`src/rtl/mod_n_pkg.sv`:
```
// Shared encodings for the modulo-N up/down/ping-pong counter.
package mod_n_pkg;

    localparam logic [1:0] MODE_UP       = 2'b00;
    localparam logic [1:0] MODE_DOWN     = 2'b01;
    localparam logic [1:0] MODE_PINGPONG = 2'b10;
    localparam logic [1:0] MODE_HOLD     = 2'b11;

    typedef enum logic {
        PP_UP   = 1'b0,
        PP_DOWN = 1'b1
    } pp_dir_e;

endpackage

```
`src/rtl/mod_n_updown_fsm_bin2gray.sv`:
```
// Combinational binary-to-Gray converter used for the optional Gray count output.
module bin2gray #(
    parameter int WIDTH = 4
) (
    input  logic [WIDTH-1:0] bin_i,
    output logic [WIDTH-1:0] gray_o
);

    assign gray_o = bin_i ^ (bin_i >> 1);

endmodule

```
`src/rtl/mod_n_updown_fsm.sv`:
```
// Modulo-N counter with up/down/ping-pong/hold modes, load, tc and wrap flags.
// Define GRAY_OUT_EN to add the registered count_gray output.
module mod_n_updown_fsm
    import mod_n_pkg::*;
#(
    parameter int WIDTH  = 4,
    parameter int MODULO = 8
) (
    input  logic             clk,
    input  logic             re,
    input  logic             en,
    input  logic [1:0]       mode,
    input  logic             load,
    input  logic [WIDTH-1:0] load_val,
    output logic [WIDTH-1:0] count,
    output logic             tc,
`ifdef GRAY_OUT_EN
    output logic [WIDTH-1:0] count_gray,
`endif
    output logic             wrap
);

    localparam logic [WIDTH-1:0] MAX_VAL  = WIDTH'(MODULO - 1);
    localparam logic [WIDTH-1:0] TURN_DN  = WIDTH'(MODULO - 2);
    localparam logic [WIDTH-1:0] ZERO_VAL = '0;
    localparam logic [WIDTH-1:0] ONE_VAL  = WIDTH'(1);

    logic [WIDTH-1:0] count_q, count_d;
    logic [WIDTH-1:0] load_clamped;
    logic             wrap_q, wrap_d;
    pp_dir_e          dir_q, dir_d;

    always_ff @(posedge clk or posedge re) begin
        if (re) begin
            count_q <= '0;
            wrap_q  <= 1'b0;
            dir_q   <= PP_UP;
        end else begin
            count_q <= count_d;
            wrap_q  <= wrap_d;
            dir_q   <= dir_d;
        end
    end

    assign load_clamped = (load_val > MAX_VAL) ? MAX_VAL : load_val;

    always_comb begin
        count_d = count_q;
        dir_d   = dir_q;
        wrap_d  = 1'b0;
        if (load) begin
            count_d = load_clamped;
            dir_d   = (mode == MODE_PINGPONG && load_clamped == MAX_VAL) ? PP_DOWN : PP_UP;
        end else if (en) begin
            case (mode)
                MODE_UP: begin
                    if (count_q == MAX_VAL) begin
                        count_d = ZERO_VAL;
                        wrap_d  = 1'b1;
                    end else begin
                        count_d = count_q + ONE_VAL;
                    end
                end
                MODE_DOWN: begin
                    if (count_q == ZERO_VAL) begin
                        count_d = MAX_VAL;
                        wrap_d  = 1'b1;
                    end else begin
                        count_d = count_q - ONE_VAL;
                    end
                end
                MODE_PINGPONG: begin
                    // A turn-around step moves away from the end point rather than dwelling on it.
                    if (dir_q == PP_UP) begin
                        if (count_q == MAX_VAL) begin
                            count_d = TURN_DN;
                            dir_d   = PP_DOWN;
                            wrap_d  = 1'b1;
                        end else begin
                            count_d = count_q + ONE_VAL;
                        end
                    end else begin
                        if (count_q == ZERO_VAL) begin
                            count_d = ONE_VAL;
                            dir_d   = PP_UP;
                            wrap_d  = 1'b1;
                        end else begin
                            count_d = count_q - ONE_VAL;
                        end
                    end
                end
                default: ;
            endcase
        end
        // Leaving ping-pong resets the direction so re-entry always starts upward.
        if (mode != MODE_PINGPONG) begin
            dir_d = PP_UP;
        end
    end

    always_comb begin
        tc = 1'b0;
        case (mode)
            MODE_UP:       tc = (count_q == MAX_VAL);
            MODE_DOWN:     tc = (count_q == ZERO_VAL);
            MODE_PINGPONG: tc = (dir_q == PP_UP)   ? (count_q == MAX_VAL)
                                                   : (count_q == ZERO_VAL);
            default:       tc = 1'b0;
        endcase
    end

    assign count = count_q;
    assign wrap  = wrap_q;

`ifdef GRAY_OUT_EN
    logic [WIDTH-1:0] gray_q, gray_d;

    bin2gray #(.WIDTH(WIDTH)) u_bin2gray (
        .bin_i  (count_d),
        .gray_o (gray_d)
    );

    always_ff @(posedge clk or posedge re) begin
        if (re) begin
            gray_q <= '0;
        end else begin
            gray_q <= gray_d;
        end
    end

    assign count_gray = gray_q;
`endif

endmodule

```
`config.mk`:
```
export PLATFORM = sky130hd
export DESIGN_NAME = mod_n_updown_fsm
export DESIGN_NICKNAME = d
export VERILOG_FILES = /design/src/rtl/mod_n_pkg.sv /design/src/rtl/mod_n_updown_fsm_bin2gray.sv /design/src/rtl/mod_n_updown_fsm.sv
export SDC_FILE = /design/constraint.sdc
export NUM_CORES = 1
export LEC_CHECK = 0
export CORE_MARGIN = 1
export CORE_UTILIZATION = 30
export DETAILED_ROUTE_END_ITERATION = 6
export PLACE_DENSITY = 0.52
export SLEW_MARGIN = 25
export SYNTH_ARGS = -nofsm -noshare
export SYNTH_HDL_FRONTEND = slang
export SYNTH_HIERARCHICAL = 1
export SYNTH_SLANG_ARGS = --single-unit
```
`constraint.sdc`:
```
create_clock -name clk -period 2.23 [get_ports clk]
set_clock_uncertainty 0.2 [all_clocks]
set_input_delay 0.446 -clock clk [delete_from_list [all_inputs] [get_ports clk]]
set_output_delay 0.446 -clock clk [all_outputs]
set_load 0.01 [all_outputs]
```
Yosys cells after proc, flatten, opt, wreduce, memory -nomap -nowiden:

Index checks and enable logic that the tools add are counted.

* add/sub/neg operators: 2
* multipliers: 0
* divide/modulo/power cells: 0
* $lt $le $gt $ge: 1
* eq/ne operators: 5
* shift-type cells: 0
* muxes and demuxes: 24
* bitwise logic cells: 0
* reductions and logical operators: 9

Operators by type and width (count)
* 2-to-1 mux 4 bit: 8
* 2-to-1 mux 1 bit: 13
* case mux 4 bit (3 select lines): 1
* == test 4 x 3 -> 1 bit, second input constant: 2
* case mux 1 bit (3 select lines): 2
* nonzero test 3 bit: 2
* adder 4 x 1 -> 4 bit, second input constant: 1
* > comparator 4 x 3 -> 1 bit, second input constant: 1
* zero test 4 bit: 1
* AND reduction 2 bit: 2
* nonzero test 4 bit: 1
* subtractor 4 x 1 -> 4 bit, second input constant: 1
* == test 2 x 1 -> 1 bit, second input constant: 1
* == test 2 bit, second input constant: 1
* zero test 2 bit: 1
* inequality test 2 bit, second input constant: 1
* nonzero test 2 bit: 1
* logical AND 1 bit: 1

* bits in registers: 6
* bits in latches: 0
* RAM bits: 0
* bits in read-only memories: 0
* output and inout port bits: 6
* word-level logic and storage cells: 44
* memories: 0

Logic depth before layout (Yosys ltp):

Gate-level depths: netlist of run 1.

* word-level depth: 7
* gate-level depth with buffers: 7
* gate-level depth less buffers: 6

Worst setup path before layout of run 1:

Ideal clock, no wire load.

* path type: register to output
* start point: reg count_q[0], in the netlist count[0]
* end point: out tc
* arrival: 1.435 ns
* data required time: 1.584 ns
* path slack: 0.149 ns
* cell stages (with the launch flop): 6
* path through: dfrtp_1 inv_1 ha_1 nor3b_1 nand2b_1 a21oi_1

* longest elaborated chain between the ends: 3
* elaborated cells on any way between the ends: 4

Ends and longest elaborated chain
* start: declaration: RTL line mod_n_updown_fsm.sv:28 `logic [WIDTH-1:0] count_q, count_d;`
* start signal: assignment: RTL line mod_n_updown_fsm.sv:39 `count_q <= count_d;`
* == test 4 x 3 -> 1 bit or zero test 4 bit (tied branches)
* 2-to-1 mux 1 bit: RTL line mod_n_updown_fsm.sv:106 `MODE_PINGPONG: tc = (dir_q == PP_UP) ? (count_q == MAX_VAL)`
* case mux 1 bit (3 select lines) (*): RTL line mod_n_updown_fsm.sv:103 `case (mode)`
* end: declaration: RTL line mod_n_updown_fsm.sv:16 `output logic tc,`

Mark *: on every way between the ends. The rest lies on a longest branch, timed or not.

Worst setup path after layout of run 1:

* start point: in mode[1]
* end point: out tc

* longest elaborated chain between the ends: 2
* elaborated cells on any way between the ends: 4

Ends and longest elaborated chain
* start: declaration: RTL line mod_n_updown_fsm.sv:12 `input logic [1:0] mode,`
* == test 2 bit, or another cell as far along: RTL line mod_n_updown_fsm.sv:103
* case mux 1 bit (3 select lines) (*): RTL line mod_n_updown_fsm.sv:103

Marked as above.

==> out/qor.yml, run 1 <==
yosys:
  synth_top_family_by_area: "compound AO/OA/AOI/OAI gates"
  synth_area_leaders: "dfrtp_1 22%, ha_1 11%, a21oi_1 6.5%"
  syn-cell-area_um2: 688
  yosys-mux-area-fraction: 0
  seq_area_frac_synth: 0.218
  synth-edff-count: 0
  synth_simple_gate_area_frac: 0.264
  synthDominantCellAreaShare: 0.218
  synthFlopType: "dfrtp_1"
  synth.largest_area_cell: "dfrtp_1"
  synthArstFlopShare: 1.00
  synth_most_common_cell: "a21oi_1"
  synth-adder-area-share: 0.109
  ys_types: 34
  synth.avg_cell_area_um2: 7.82
  synth-xor-area-share: 0
  synth.net_count: 104
  synth-compound-area-share: 0.338
  synth-seq-cells: 6
  ys_warn_count: 6
  synthCells: 88
global_route:
  antenna_found_initial: 0
  grt_max_degree: 12
  grtUsageTotal: 0.179
  grt_pass1_vias: 762
  grt_overflow: 0
  grt_pass1_wl_um: 3370
floorplan:
  fp-row-count: 16
  die_area_um2: 2490
  die_w_um: 49.9
  io_pins: 16
  die_y_um: 49.9
  start_util: 0.334
  coreArea_um2: 2060
worst_setup_path:
  cp-start-kind: "input pin"
  r2r_setup_slack_ps: 350
  r2r-start: "count[0]$_DFFE_PP0P_"
  crit_end: "tc"
  crit_path_start: "mode[1]"
  reg2reg_to: "count[3]$_DFFE_PP0P_"
  reg2reg_depth: 5
  cp_max_fo: 3
  crit_required_ps: 1580
  cp.arrival_ps: 1490
  crit_type: "in2out"
  endpoint_kind: "output port"
clocking:
  cts_root_buffer: "clkbuf_4"
  cts_buffer_depth: 2
  cts.sinks: 6
  cts_tree: "yes"
  cts.clk_slew.worst_paths_ps: 40
  numCtsBuffers: 3
  clock_latency_ps: 240
  h-tree-depth: 1
sta:
  finalCritPeriodShare: 0.960
  slew_viol_final: 0
  fin_ws_ps: 89.8
  finalHoldViolCount: 0
  worst_pin_slew_ps: 349
  finalSetupViolCount: 0
  maxSlewHeadroom: 0.764
  max_clock_freq_mhz: 467
  tns_ps: 0
  finalCriticalPeriod_ps: 2140
detailed_routing:
  avgRoutedWirePerCell_um: 13.3
  drcViolationCount: 0
  via_count: 810
  drt_wl_total_um: 1990
  routed_via_density: 5.40
  first_pass_iters: 4
  ant_nets: 0
  drt_iter0_markers: 21
placed_design:
  port_buffers: 15
  pre_cts_slack_ps: -584
  gp_congestion: 0.764
  place_inst: 145
  hpwl_um: 1580
power:
  power.density_nw_per_um2: 436
  ir_drop_mv: 0.241
  p_total_w: 0.000462
  p_leak_nw: 0.456
finish:
  antenna-diode-count: 0
  final_cells: 150
  final_layout_size_suffix_gt1_frac: 0.285
  synthToLayoutAreaGrowth_pct: 54.0
  final_nets: 141
  fillers: 203
worst_hold_path:
  hp-class: "in2async"
run_status:
  status: "finished, final reports clean"
job:
  cap_violations: 0
## routing by layer
metal | track usage | part of all wire | wire length [µm] | vias up
met5 | 0 | 0 | 0 | -
li1 | - | - | - | 401
met4 | 0.110 | 0.0040 | 8 | 0
met3 | 0.0185 | 0.062 | 123 | 2
met1 | 0.226 | 0.48 | 953 | 369
met2 | 0.288 | 0.45 | 904 | 38
## placed cells by master (no fill, tap or decap), types with 2 or more instances in the layout
master,synthesis,final
clkdlybuf4s50_1,0,12
o211ai_1,2,2
nand2_1,3,3
ha_1,6,4
nor2b_1,6,6
a311oi_1,2,2
dlygate4sd2_1,0,2
clkbuf_4,0,3
o31ai_1,2,2
o21ai_0,5,4
o31ai_2,2,2
buf_4,1,22
and3_1,2,2
a211oi_1,4,4
inv_1,6,5
or3_1,2,2
dfrtp_1,6,6
nor3_1,2,2
nand2b_1,3,3
nor2_1,6,6
a21oi_2,0,2
a21oi_1,9,7
and2_1,2,2
## flip-flops by register name, indices dropped and copies added, names as in the netlist
| name | cells |
|---|---|
| wrap | 1 |
| dir_q | 1 |
| count | 4 |
## worst min-delay path by stage
| stage | start | to | slack, ps | cells after the start |
|---|---|---|---|---|
| floorplan | re | count[0]$_DFFE_PP0P_ | 40 | 1 |
| global placement | re | count[2]$_DFFE_PP0P_ | 480 | 2 |
| detailed placement | re | count[2]$_DFFE_PP0P_ | 490 | 2 |
| CTS | re | count[1]$_DFFE_PP0P_ | 220 | 2 |
| global route | re | count[1]$_DFFE_PP0P_ | 250 | 2 |
| finish | re | count[2]$_DFFE_PP0P_ | 220 | 2 |
## where the power goes
group	total, W	switching (W)	leakage [nW]	internal [W]
Combinational	0.000234	0.000111	0.368	0.000123
Clock	0.0000988	0.0000380	0.0138	0.0000608
Sequential	0.000129	0.0000109	0.0745	0.000118
## critical path, stage by stage
cell and delay [ps]:
dlygate4sd2_1 280, inv_1 100, ha_1 180, a21oi_2 40
nand2b_1 150, a21oi_2 140, buf_2 150
## per-stage QoR
| stage | cell area [µm²] | util | hold slack, ps |
|---|---|---|---|
| final | 1060 | 0.514 | 220 |
| after global routing | 1060 | 0.514 | 248 |
| after CTS | 1030 | 0.501 | 225 |
| after detailed placement | 996 | 0.483 | 486 |
| after global placement | 996 | 0.483 | 481 |
| after floorplan | 688 | - | 37.0 |
## kinds of logic (layout without fill, tap and decap cells)
family,Yosys count,in the layout
buffers and inverters,11,46
AND/OR/NAND/NOR,32,32
adder cells (fa/ha/maj),6,6
AO/OA/AOI/OAI,33,33
flip-flops,6,6
## layout make-up
class | count | area [µm²] | area share
Clock buffer | 3 | 22.5 | 0.0213
Sequential cell | 6 | 150 | 0.142
Multi-Input combinational cell | 71 | 523 | 0.494
Tap cell | 27 | 33.8 | 0.0319
Inverter | 6 | 22.5 | 0.0213
Timing Repair Buffer | 37 | 308 | 0.290
## repair_timing
item                                    4_1_cts  5_1_grt
pin swaps                                     3        1
buffers inserted                              1        1
endpoints found under the setup margin        5        4
hold buffers                                  0        0
resized for setup                            11        4
cloned                                        0        0
(Power assumes the default switching activity.)
==> inputs of run 2 (changes only) <==
--- a/config.mk
+++ b/config.mk
@@ -9,6 +9,7 @@
 export CORE_UTILIZATION = 30
 export DETAILED_ROUTE_END_ITERATION = 6
 export PLACE_DENSITY = 0.52
+export SKIP_CTS_REPAIR_TIMING = 1
 export SLEW_MARGIN = 25
 export SYNTH_ARGS = -nofsm -noshare
 export SYNTH_HDL_FRONTEND = slang
==> run 2 against run 1 <==
Non-clock buffer count is 2 lower. Combinational power hardly changed. Sequential cell count stayed put. Fmax is 1.1% lower. Via count is 4.1% lower. Worst setup slack worse by 25 ps. Count of clock-buffer cells in the layout stayed put. Worst hold slack hardly changed.
==> out/qor.yml, run 2 (synthesis results as in run 1) <==
run_status:
  status: "finished, final reports clean"
global_route:
  grt_pass1_vias: 758  # -0.52%
  grt_pass1_wl_um: 3350  # -0.42%
  grt_overflow: 0  # unchanged
  grtUsageTotal: 0.178  # -0.00128
  use_met3: 0.0185  # unchanged
  use_met1: 0.230  # +0.00370
  grt.busiest_layer: "met2"
  grt_use_met2: 0.279  # -0.00901
  antenna_found_initial: 0  # unchanged
  grt_max_degree: 12  # unchanged
sta:
  finalSetupViolCount: 0  # unchanged
  finalHoldViolCount: 0  # unchanged
  worst_pin_slew_ps: 323  # -26.0 ps
  finalCritPeriodShare: 0.971  # +0.0110
  max_clock_freq_mhz: 462  # -1.1%
  fin_ws_ps: 65.2  # -24.6 ps
  maxSlewHeadroom: 0.782  # +0.0176
  finalCriticalPeriod_ps: 2160  # +24.6 ps
  slew_viol_final: 0  # unchanged
  grt_setup_unrepaired: "true"
detailed_routing:
  drcViolationCount: 0  # unchanged
  routed_via_density: 5.25  # -2.8%
  avgRoutedWirePerCell_um: 13.3  # +0.59%
  drt_wl_total_um: 1970  # -0.75%
  ant_nets: 0  # unchanged
  first_pass_iters: 4  # unchanged
  drt_iter0_markers: 23  # +9.5%
  via_count: 777  # -4.1%
worst_setup_path:
  reg2reg_depth: 5  # unchanged
  reg2reg_to: "count[3]$_DFFE_PP0P_"
  crit_type: "reg2out"
  endpoint_kind: "output port"
  crit_required_ps: 1580  # about the same
  cp.arrival_ps: 1520  # +30 ps
  crit_end: "tc"
  cp-start-kind: "flip-flop"
  r2r_setup_slack_ps: 380  # +30 ps
  cp_max_fo: 3  # unchanged
  r2r-start: "count[0]$_DFFE_PP0P_"
  crit_path_start: "count[0]$_DFFE_PP0P_"
floorplan:
  die_area_um2: 2490  # unchanged
  die_w_um: 49.9  # unchanged
  start_util: 0.334  # unchanged
  fp-row-count: 16  # unchanged
  coreArea_um2: 2060  # unchanged
  die_y_um: 49.9  # unchanged
  io_pins: 16  # unchanged
placed_design:
  pre_cts_slack_ps: -584  # unchanged
  hpwl_um: 1580  # unchanged
  gp_congestion: 0.764  # unchanged
  port_buffers: 15  # unchanged
power:
  power.density_nw_per_um2: 431  # -0.97%
  p_leak_nw: 0.470  # +3.1%
  ir_drop_mv: 0.239  # -0.82%
  p_total_w: 0.000460  # -0.27%
finish:
  final_common_cell: "buf_4"
  final_cell_mix: "20 x buf_4, 12 x clkdlybuf4s50_1, 7 x a21oi_1"
  synthToLayoutAreaGrowth_pct: 55.1
  final_layout_size_suffix_gt1_frac: 0.273  # -0.0118
  final_nets: 139  # -1.4%
  antenna-diode-count: 0  # unchanged
  largest_reg_flops: 4  # unchanged
clocking:
  h-tree-depth: 1  # unchanged
  cts.sinks: 6  # unchanged
  cts.clk_slew.worst_paths_ps: 40  # about the same
  clock_latency_ps: 240  # about the same
  cts_tree: "yes"
  numCtsBuffers: 3  # unchanged
  cts_buffer_depth: 2  # unchanged
  cts_root_buffer: "clkbuf_4"
job:
  cap_violations: 0  # unchanged
worst_hold_path:
  hp-class: "in2async"
[run 2: changes by cell type in the layout (fill, tap and decap cells not counted)]
| cell | previous run | this run |
|---|---|---|
| buf_4 | 22 | 20 |
| dlygate4sd2_1 | 2 | 0 |
| dlymetal6s2s_1 | 0 | 2 |
| a21oi_2 | 2 | 1 |
| a21oi_4 | 0 | 1 |
| inv_1 | 5 | 6 |
| inv_2 | 1 | 0 |
| nand2b_1 | 3 | 2 |
| nand2b_4 | 0 | 1 |
[run 2: worst min-delay path by stage]
stage,cells after the start,start,slack (ps),to
2_1_floorplan,1,re,40,count[0]$_DFFE_PP0P_
3_3_place_gp,2,re,480,count[2]$_DFFE_PP0P_
3_5_place_dp,2,re,490,count[2]$_DFFE_PP0P_
4_1_cts,2,re,220,count[1]$_DFFE_PP0P_
5_1_grt,2,re,250,count[1]$_DFFE_PP0P_
6_report,2,re,220,count[2]$_DFFE_PP0P_
[run 2: metrics by stage]
step	cell area (µm²)	util	hold slack [ps]	cells	TNS (ps)
after global routing	1070	0.518	248	148	-30.4
after global placement	996	0.483	481	145	-1760
final	1070	0.518	220	148	0
after floorplan	688	-	37.0	88	0
after CTS	1020	0.494	225	148	-961
after detailed placement	996	0.483	486	145	-1980
[run 2: critical path, stage by stage (launching register included)]
cell	delay, ps
dfrtp_1	400
inv_1	70
ha_2	180
nor3b_4	250
nand2b_4	80
a21oi_4	150
buf_2	140
[run 2: final cells by class]
type                       count  area [µm²]
clock buffer                   3        22.5
fill                         203         995
inverter                       6        22.5
multi-input combinational     71         538
sequential                     6         150
tap                           27        33.8
timing repair buffer          35         300
[run 2: routing by layer]
metal	share of wire	wire length (µm)
met4	0.0041	8
met2	0.47	918
met5	0	0
met1	0.49	957
met3	0.045	89
[run 2: power breakdown]
group          switching [W]  internal (W)
registers          0.0000109      0.000118
clock network      0.0000380     0.0000608
logic               0.000110      0.000123
